==> src/rtl/shift_left_sequential.sv <==
// shift_left_sequential
// Multi-cycle 32-bit logical shift left (Res = a << b, zero fill).
// One binary-weighted mux stage (1, 2, 4, 8, 16) is applied per clock.
// Shift amounts of 32 or more complete in one cycle with a zero result.
//
// state | meaning
// ------+-----------------------------------------------------------
// IDLE  | waiting for start; busy = 0, done = 0
// SHIFT | applying stage 0..4 of the shift, one per clock; busy = 1
// DONE  | Res valid, done = 1 for one cycle; start accepted here too
module shift_left_sequential (
    input  logic        clk,
    input  logic        reset_n,
    input  logic        start,
    input  logic [31:0] a,
    input  logic [31:0] b,
    output logic        busy,
    output logic        done,
    output logic [31:0] Res
);

    typedef enum logic [1:0] {
        IDLE  = 2'd0,
        SHIFT = 2'd1,
        DONE  = 2'd2
    } state_t;

    state_t      state;
    state_t      state_nxt;
    logic [31:0] acc;
    logic [31:0] acc_shf;
    logic [4:0]  amt;
    logic [2:0]  stage;
    logic        accept;
    logic        over;
    logic        last_stage;

    // Request acceptance and out-of-range detection on the raw inputs
    always_comb begin
        accept     = start && ((state == IDLE) || (state == DONE));
        over       = |b[31:5];
        last_stage = (stage == 3'd4);
    end

    // Shift stage selected by the stage counter; weight doubles each stage
    always_comb begin
        acc_shf = acc;
        case (stage)
            3'd0:    if (amt[0]) acc_shf = acc << 1;
            3'd1:    if (amt[1]) acc_shf = acc << 2;
            3'd2:    if (amt[2]) acc_shf = acc << 4;
            3'd3:    if (amt[3]) acc_shf = acc << 8;
            3'd4:    if (amt[4]) acc_shf = acc << 16;
            default: acc_shf = acc;
        endcase
    end

    // State register
    always_ff @(posedge clk or negedge reset_n) begin
        if (!reset_n) begin
            state <= IDLE;
        end else begin
            state <= state_nxt;
        end
    end

    // Next-state decode; DONE can re-accept so back-to-back requests skip IDLE
    always_comb begin
        state_nxt = state;
        case (state)
            IDLE: begin
                if (accept) begin
                    state_nxt = over ? DONE : SHIFT;
                end
            end
            SHIFT: begin
                if (last_stage) begin
                    state_nxt = DONE;
                end
            end
            DONE: begin
                if (accept) begin
                    state_nxt = over ? DONE : SHIFT;
                end else begin
                    state_nxt = IDLE;
                end
            end
            default: state_nxt = IDLE;
        endcase
    end

    // Operand capture, per-stage accumulation and result register
    always_ff @(posedge clk or negedge reset_n) begin
        if (!reset_n) begin
            acc   <= 32'd0;
            amt   <= 5'd0;
            stage <= 3'd0;
            Res   <= 32'd0;
        end else if (accept) begin
            acc   <= a;
            amt   <= b[4:0];
            stage <= 3'd0;
            if (over) begin
                Res <= 32'd0;
            end
        end else if (state == SHIFT) begin
            acc   <= acc_shf;
            stage <= stage + 3'd1;
            if (last_stage) begin
                Res <= acc_shf;
            end
        end
    end

    // Status flags decoded straight from the state register
    assign busy = (state == SHIFT);
    assign done = (state == DONE);

endmodule

==> config.mk <==
export PLATFORM = sky130hd
export DESIGN_NAME = shift_left_sequential
export DESIGN_NICKNAME = d
export VERILOG_FILES = /design/src/rtl/shift_left_sequential.sv
export SDC_FILE = /design/constraint.sdc
export NUM_CORES = 1
export LEC_CHECK = 0
export BUFFER_PORTS_ARGS = -buffer_cell sky130_fd_sc_hd__buf_4
export CORE_MARGIN = 1
export CORE_UTILIZATION = 54
export CTS_CLUSTER_DIAMETER = 30
export CTS_CLUSTER_SIZE = 8
export DETAILED_ROUTE_END_ITERATION = 8
export PLACE_DENSITY = 0.81
export SYNTH_ARGS = -nofsm -noshare
export SYNTH_HDL_FRONTEND = slang
export SYNTH_SLANG_ARGS = --single-unit
==> constraint.sdc <==
create_clock -name clk -period 2.3 [get_ports clk]
set_clock_uncertainty 0.15 [all_clocks]
set_input_delay 0.46 -clock clk [delete_from_list [all_inputs] [get_ports clk]]
set_output_delay 0.46 -clock clk [all_outputs]
set_load 0.005 [all_outputs]
**Word level (Yosys, flattened, before mapping)**

Index checks and enable logic that the tools add are counted.

- Reductions and logical operators: 9
- Equality and inequality tests: 9
- Mux-type cells: 19
- Add/sub/neg operators: 1

Operators by type and width:

| kind | number |
|---|---|
| $mux 32 | 11 |
| $pmux 32 s5 | 1 |
| $reduce_or 27->1 | 1 |
| $mux 2 | 4 |
| $eq 3x2->1 const B | 2 |
| $mux 3 | 2 |
| $pmux 2 s3 | 1 |
| $ne 2x1->1 const B | 2 |
| $reduce_bool 2->1 | 2 |
| $add 3x1->3 const B | 1 |
| $eq 3x1->1 const B | 1 |
| $eq 3x3->1 const B | 1 |
| $logic_not 3->1 | 1 |
| $reduce_and 3->1 | 1 |
| $eq 2x1->1 const B | 1 |
| $eq 2x2->1 const B | 1 |
| $logic_not 2->1 | 1 |
| $ne 2x2->1 const B | 1 |
| $reduce_and 2->1 | 1 |
| $logic_and 1x1->1 | 1 |
| $logic_or 1x1->1 | 1 |

- Word-level logic and storage cells: 43
- Bits in registers: 74
- Output and inout bits: 34
- Input port bits: 67

**Depth between registers and ports, before layout**

- Depth in word-level cells: 5
- Gate-level depth with buffers: 10
- Mapped depth without buffers: 7

**Worst setup path after synthesis**

Ideal clock, no wire load.

- Kind: reg2reg
- Start: register stage[0]
- End: register Res[21]
- Stages on the path, launching flop included: 10
- Buffers on the path: 2
- Slack: 188 ps
- Period minus slack after synthesis: 2112 ps
- Data required time: 2023 ps
- Arrival time: 1835 ps
- Cell sequence: dfrtp_1 -> ha_1 -> ha_1 -> and2_1 -> clkbuf_1 -> clkbuf_1 -> a22oi_1 -> nand3_1 -> a222oi_1 -> inv_1

- Word-level cells in the longest chain between the ends: 5
- Elaborated cells on any way between the ends: 11
- Those cells by class: eq/ne (4); mux (4); reduce/logical (3)

RTL lines:

| what | line | text |
|---|---|---|
| from (decl) | 33 | `logic [2:0] stage;` |
| from (signal assigned) | 108 | `stage <= stage + 3'd1;` |
| $eq 3x3->1 (tied with other cells) | 42, 48 |  |
| $pmux 32 s5 | 48 | `case (stage)` |
| $mux 32 | 109 | `if (last_stage) begin` |
| $mux 32 | 106 | `end else if (state == SHIFT) begin` |
| $mux 32 | 99 | `end else if (accept) begin` |
| to (signal assigned) | 110 | `Res <= acc_shf;` |
| to (decl) | 19 | `output logic [31:0] Res` |

Parallel ways exist; a longest one is shown, timed or not. The select of a mux whose other input is x is not followed.
A chain may end at the register's enable or synchronous reset.

**Worst setup path in the final report**

- Start: register stage[0]
- End: register Res[19]

Same word-level chain as after synthesis.

==> metrics <==
most area-hungry cell type in the Yosys netlist sky130_fd_sc_hd__dfrtp_1; reg-to-reg endpoint Res[19]; latest clock arrival within the worst-skew pair 0.38 ns; worst setup slack before clock tree synthesis 0.0413 ns; post-placement cell count 630; number of clock sinks 74; ratio of final minimum period to clock period 0.957; biggest area contributors in the synthesized netlist sky130_fd_sc_hd__dfrtp_1 (45%), sky130_fd_sc_hd__a22oi_1 (9.5%), sky130_fd_sc_hd__nand2_1 (8.5%); post-detailed-routing wire length 11900 um; floorplan die area 7960 um2; Layout Area Growth over Synthesis 25.9%; sum of internal, switching and leakage power 0.00284 W; reported net switching power 0.000884 W; total stage count of the critical path 8; hold endpoint amt[1]; post-synthesis cell count 461; die boundary width 89.2 um; most used flip-flop cell after synthesis sky130_fd_sc_hd__dfrtp_1; sw frac 0.312; CP most frequent cell sky130_fd_sc_hd__ha_1; Final Net Count 618; DRC marker count from the first detailed-route iteration 514; floorplan core area 7290 um2; I/O Pins 101; stage delay of the slowest cell on the critical path 0.43 ns; 1st-pass router iterations 9; CTS tree yes; final worst hold slack 0.123 ns; commonest cells in the netlist sky130_fd_sc_hd__nand2_1 (93), sky130_fd_sc_hd__dfrtp_1 (74), sky130_fd_sc_hd__a22oi_1 (52); count of vias placed by the detailed router 4172; critical register-to-register path startpoint stage[0]; Worst path top cell family by delay compound AO/OA/AOI/OAI gates; CP Cell Sequence ha_1 -> ha_1 -> and2_1 -> buf_12 -> a22oi_1 -> nand3_1 -> a222oi_1 -> inv_1; Buffers on Ports 100; final instance count without filler cells 650; worst hold stages 3; area share of the largest cell type after synthesis 0.451; final weighted congestion of routability-driven global placement 0.903; Syn Nets 533; final worst slack 0.0999 ns; maximum root-to-sink buffer count 2; yosys synthesis warning count 0; diode insertion count for antenna repair 0; cts bufs inserted 9; maximum net fanout on the critical path 23; maximum resistive drop on vdd 0.358 mV; pwr dens 548 nW/um2; final core occ 0.709; CTS root buf sky130_fd_sc_hd__clkbuf_8; Routed Antenna Nets 0; via count of the first global-routing pass 3943; count of buffering cells on the critical path with inverters included 2; first-pass GRT wire length 19200 um; total global-route track usage 0.321; shortest clock period the worst path allows after layout 2.20 ns; Initial Utilization 0.563; proportion of synthesized chip area in sequential cells 0.451; clock transition at the registers of the reported paths 0.09 ns; worst path required time 2.40 ns; mean area per synthesized cell 8.91 um2; async set-or-reset flop fraction in the synthesized netlist 1.00; share of total power in combinational logic 0.134; Residual DRC 0; Crit path arrival time 2.30 ns; Cell Int Power 0.00195 W; number of enable-type register cells in the synthesized netlist 0; vias per inst 6.42; number of standard-cell rows in the floorplan 31; number of antenna violations at the first check in global routing 0; Clock Power Share 0.341; post-DP HPWL 8150 um; final hold violations 0; register bit total from synthesis 74; total number of H-tree levels 3; path category of the worst min-delay check in2reg; Slew Limit Headroom 0.603; global route total overflow 0; number of failing setup endpoints in the final timing report 0; drt wl/cell 18.4 um; outcome completed; critical-path cell with the highest stage delay sky130_fd_sc_hd__dfrtp_1; sequential cell fraction of total power 0.525; total count of max-transition violations in the final report 0; Worst-Margin Slew 0.594 ns; classification of the worst setup path reg2reg; worst reg2reg path depth 8; maximum number of pins on one net before global-route repair 42; layout cell share with drive strength beyond 1 0.278; maximum frequency from static timing analysis 455 MHz; number of max-cap violations 0; synth unique cells 40; library cell with the highest instance count after synthesis sky130_fd_sc_hd__nand2_1; R2R setup slack 0.1 ns; Hold Path Origin b[1]; Static Leak 2.54 nW; die outline height 89.2 um; kind of end point of the critical path flop; crit path launch type flop; post-synthesis cell area 4110 um2
-- area by class of cell --
class	count	area, um2
fillers	575	2120
multi-input cells	317	1970
flip-flops and latches	74	1850
repair buffers	122	963
clock buffers	9	124
well taps	99	124
inverters	22	82.6
clock inverters	7	58.8
-- timing repair --
item                       in CTS  in global routing
hold endpoints to repair       33                  0
buffers inserted                0                  2
setup endpoints to repair       0                 59
resized for setup               0                 10
hold buffers                    1                  0
-- sequential cells by signal, indices dropped and copies added (netlist names) --
register and count:
Res 32, state 2, acc 32, stage 3, amt 5
-- power by group through the flow --
| stage | Combinational, W | Sequential (W) | Clock (W) |
|---|---|---|---|
| after floorplan | 0.000240 | 0.00143 | 0 |
| after global placement | 0.000363 | 0.00150 | 0 |
| after detailed placement | 0.000373 | 0.00151 | 0 |
| after CTS | 0.000375 | 0.00148 | 0.000965 |
| after global routing | 0.000420 | 0.00149 | 0.00102 |
| final | 0.000379 | 0.00149 | 0.000967 |
-- how the worst max path moves through the flow --
stage / endpoint / start / slack, ns
6_report: Res[19] / stage[0] / 0.1
5_1_grt: Res[16] / stage[0] / -0.02
4_1_cts: Res[19] / stage[0] / 0.03
3_5_place_dp: Res[19] / stage[0] / 0.04
3_3_place_gp: Res[6] / stage[0] / 0.12
2_1_floorplan: Res[21] / stage[0] / 0.19
-- metrics by stage --
stage	instance area [um2]	TNS, ns
after floorplan	4110	0
after global placement	4930	0
after detailed placement	4930	0
after CTS	5120	0
after global routing	5170	-0.0526
final	5170	0
-- worst reg2reg max path, cell delays in order, from the launching register on --
cell and delay (ns):
sky130_fd_sc_hd__dfrtp_1 0.43, sky130_fd_sc_hd__ha_1 0.22, sky130_fd_sc_hd__ha_1 0.21, sky130_fd_sc_hd__and2_1 0.18, sky130_fd_sc_hd__buf_12 0.16, sky130_fd_sc_hd__a22oi_1 0.15, sky130_fd_sc_hd__nand3_1 0.16, sky130_fd_sc_hd__a222oi_1 0.35
sky130_fd_sc_hd__inv_1 0.09
-- placed cells by master, fill, tap and decap left out, drive strengths merged --
| cell | instances |
|---|---|
| a22oi | 54 |
| o22ai | 15 |
| clkinv | 1 |
| ha | 5 |
| nand4 | 3 |
| and3b | 4 |
| dlygate4sd3 | 1 |
| a211oi | 14 |
| mux2 | 1 |
| nor3 | 1 |
| clkinvlp | 2 |
| buf | 121 |
| inv | 26 |
| mux2i | 3 |
| nand2b | 2 |
| a2111oi | 1 |
| nor2b | 6 |
| dfrtp | 74 |
| a32oi | 15 |
| a21oi | 11 |
| o21ai | 15 |
| a222oi | 17 |
| nor2 | 22 |
| and2 | 1 |
| a22o | 7 |
| nand3 | 19 |
| nor4 | 6 |
| clkbuf | 9 |
| nand2 | 93 |
| and3 | 2 |
-- cells by family after synthesis --
family / share of synthesized area
AO/OA/AOI/OAI: 0.276
flip-flops: 0.451
AND/OR/NAND/NOR: 0.170
buffers and inverters: 0.0780
multiplexers: 0.0101
adder cells (fa/ha/maj): 0.0152
-- per-layer routing --
layer  part of all wire  vias to the layer above  GRT usage
li1                   -                     1872          -
met2               0.48                      279      0.516
met4              0.020                        0      0.123
met3               0.10                       33     0.0646
met5                  0                        -          0
met1               0.40                     1988      0.430
Note: power is estimated with default switching activity, not from simulation.
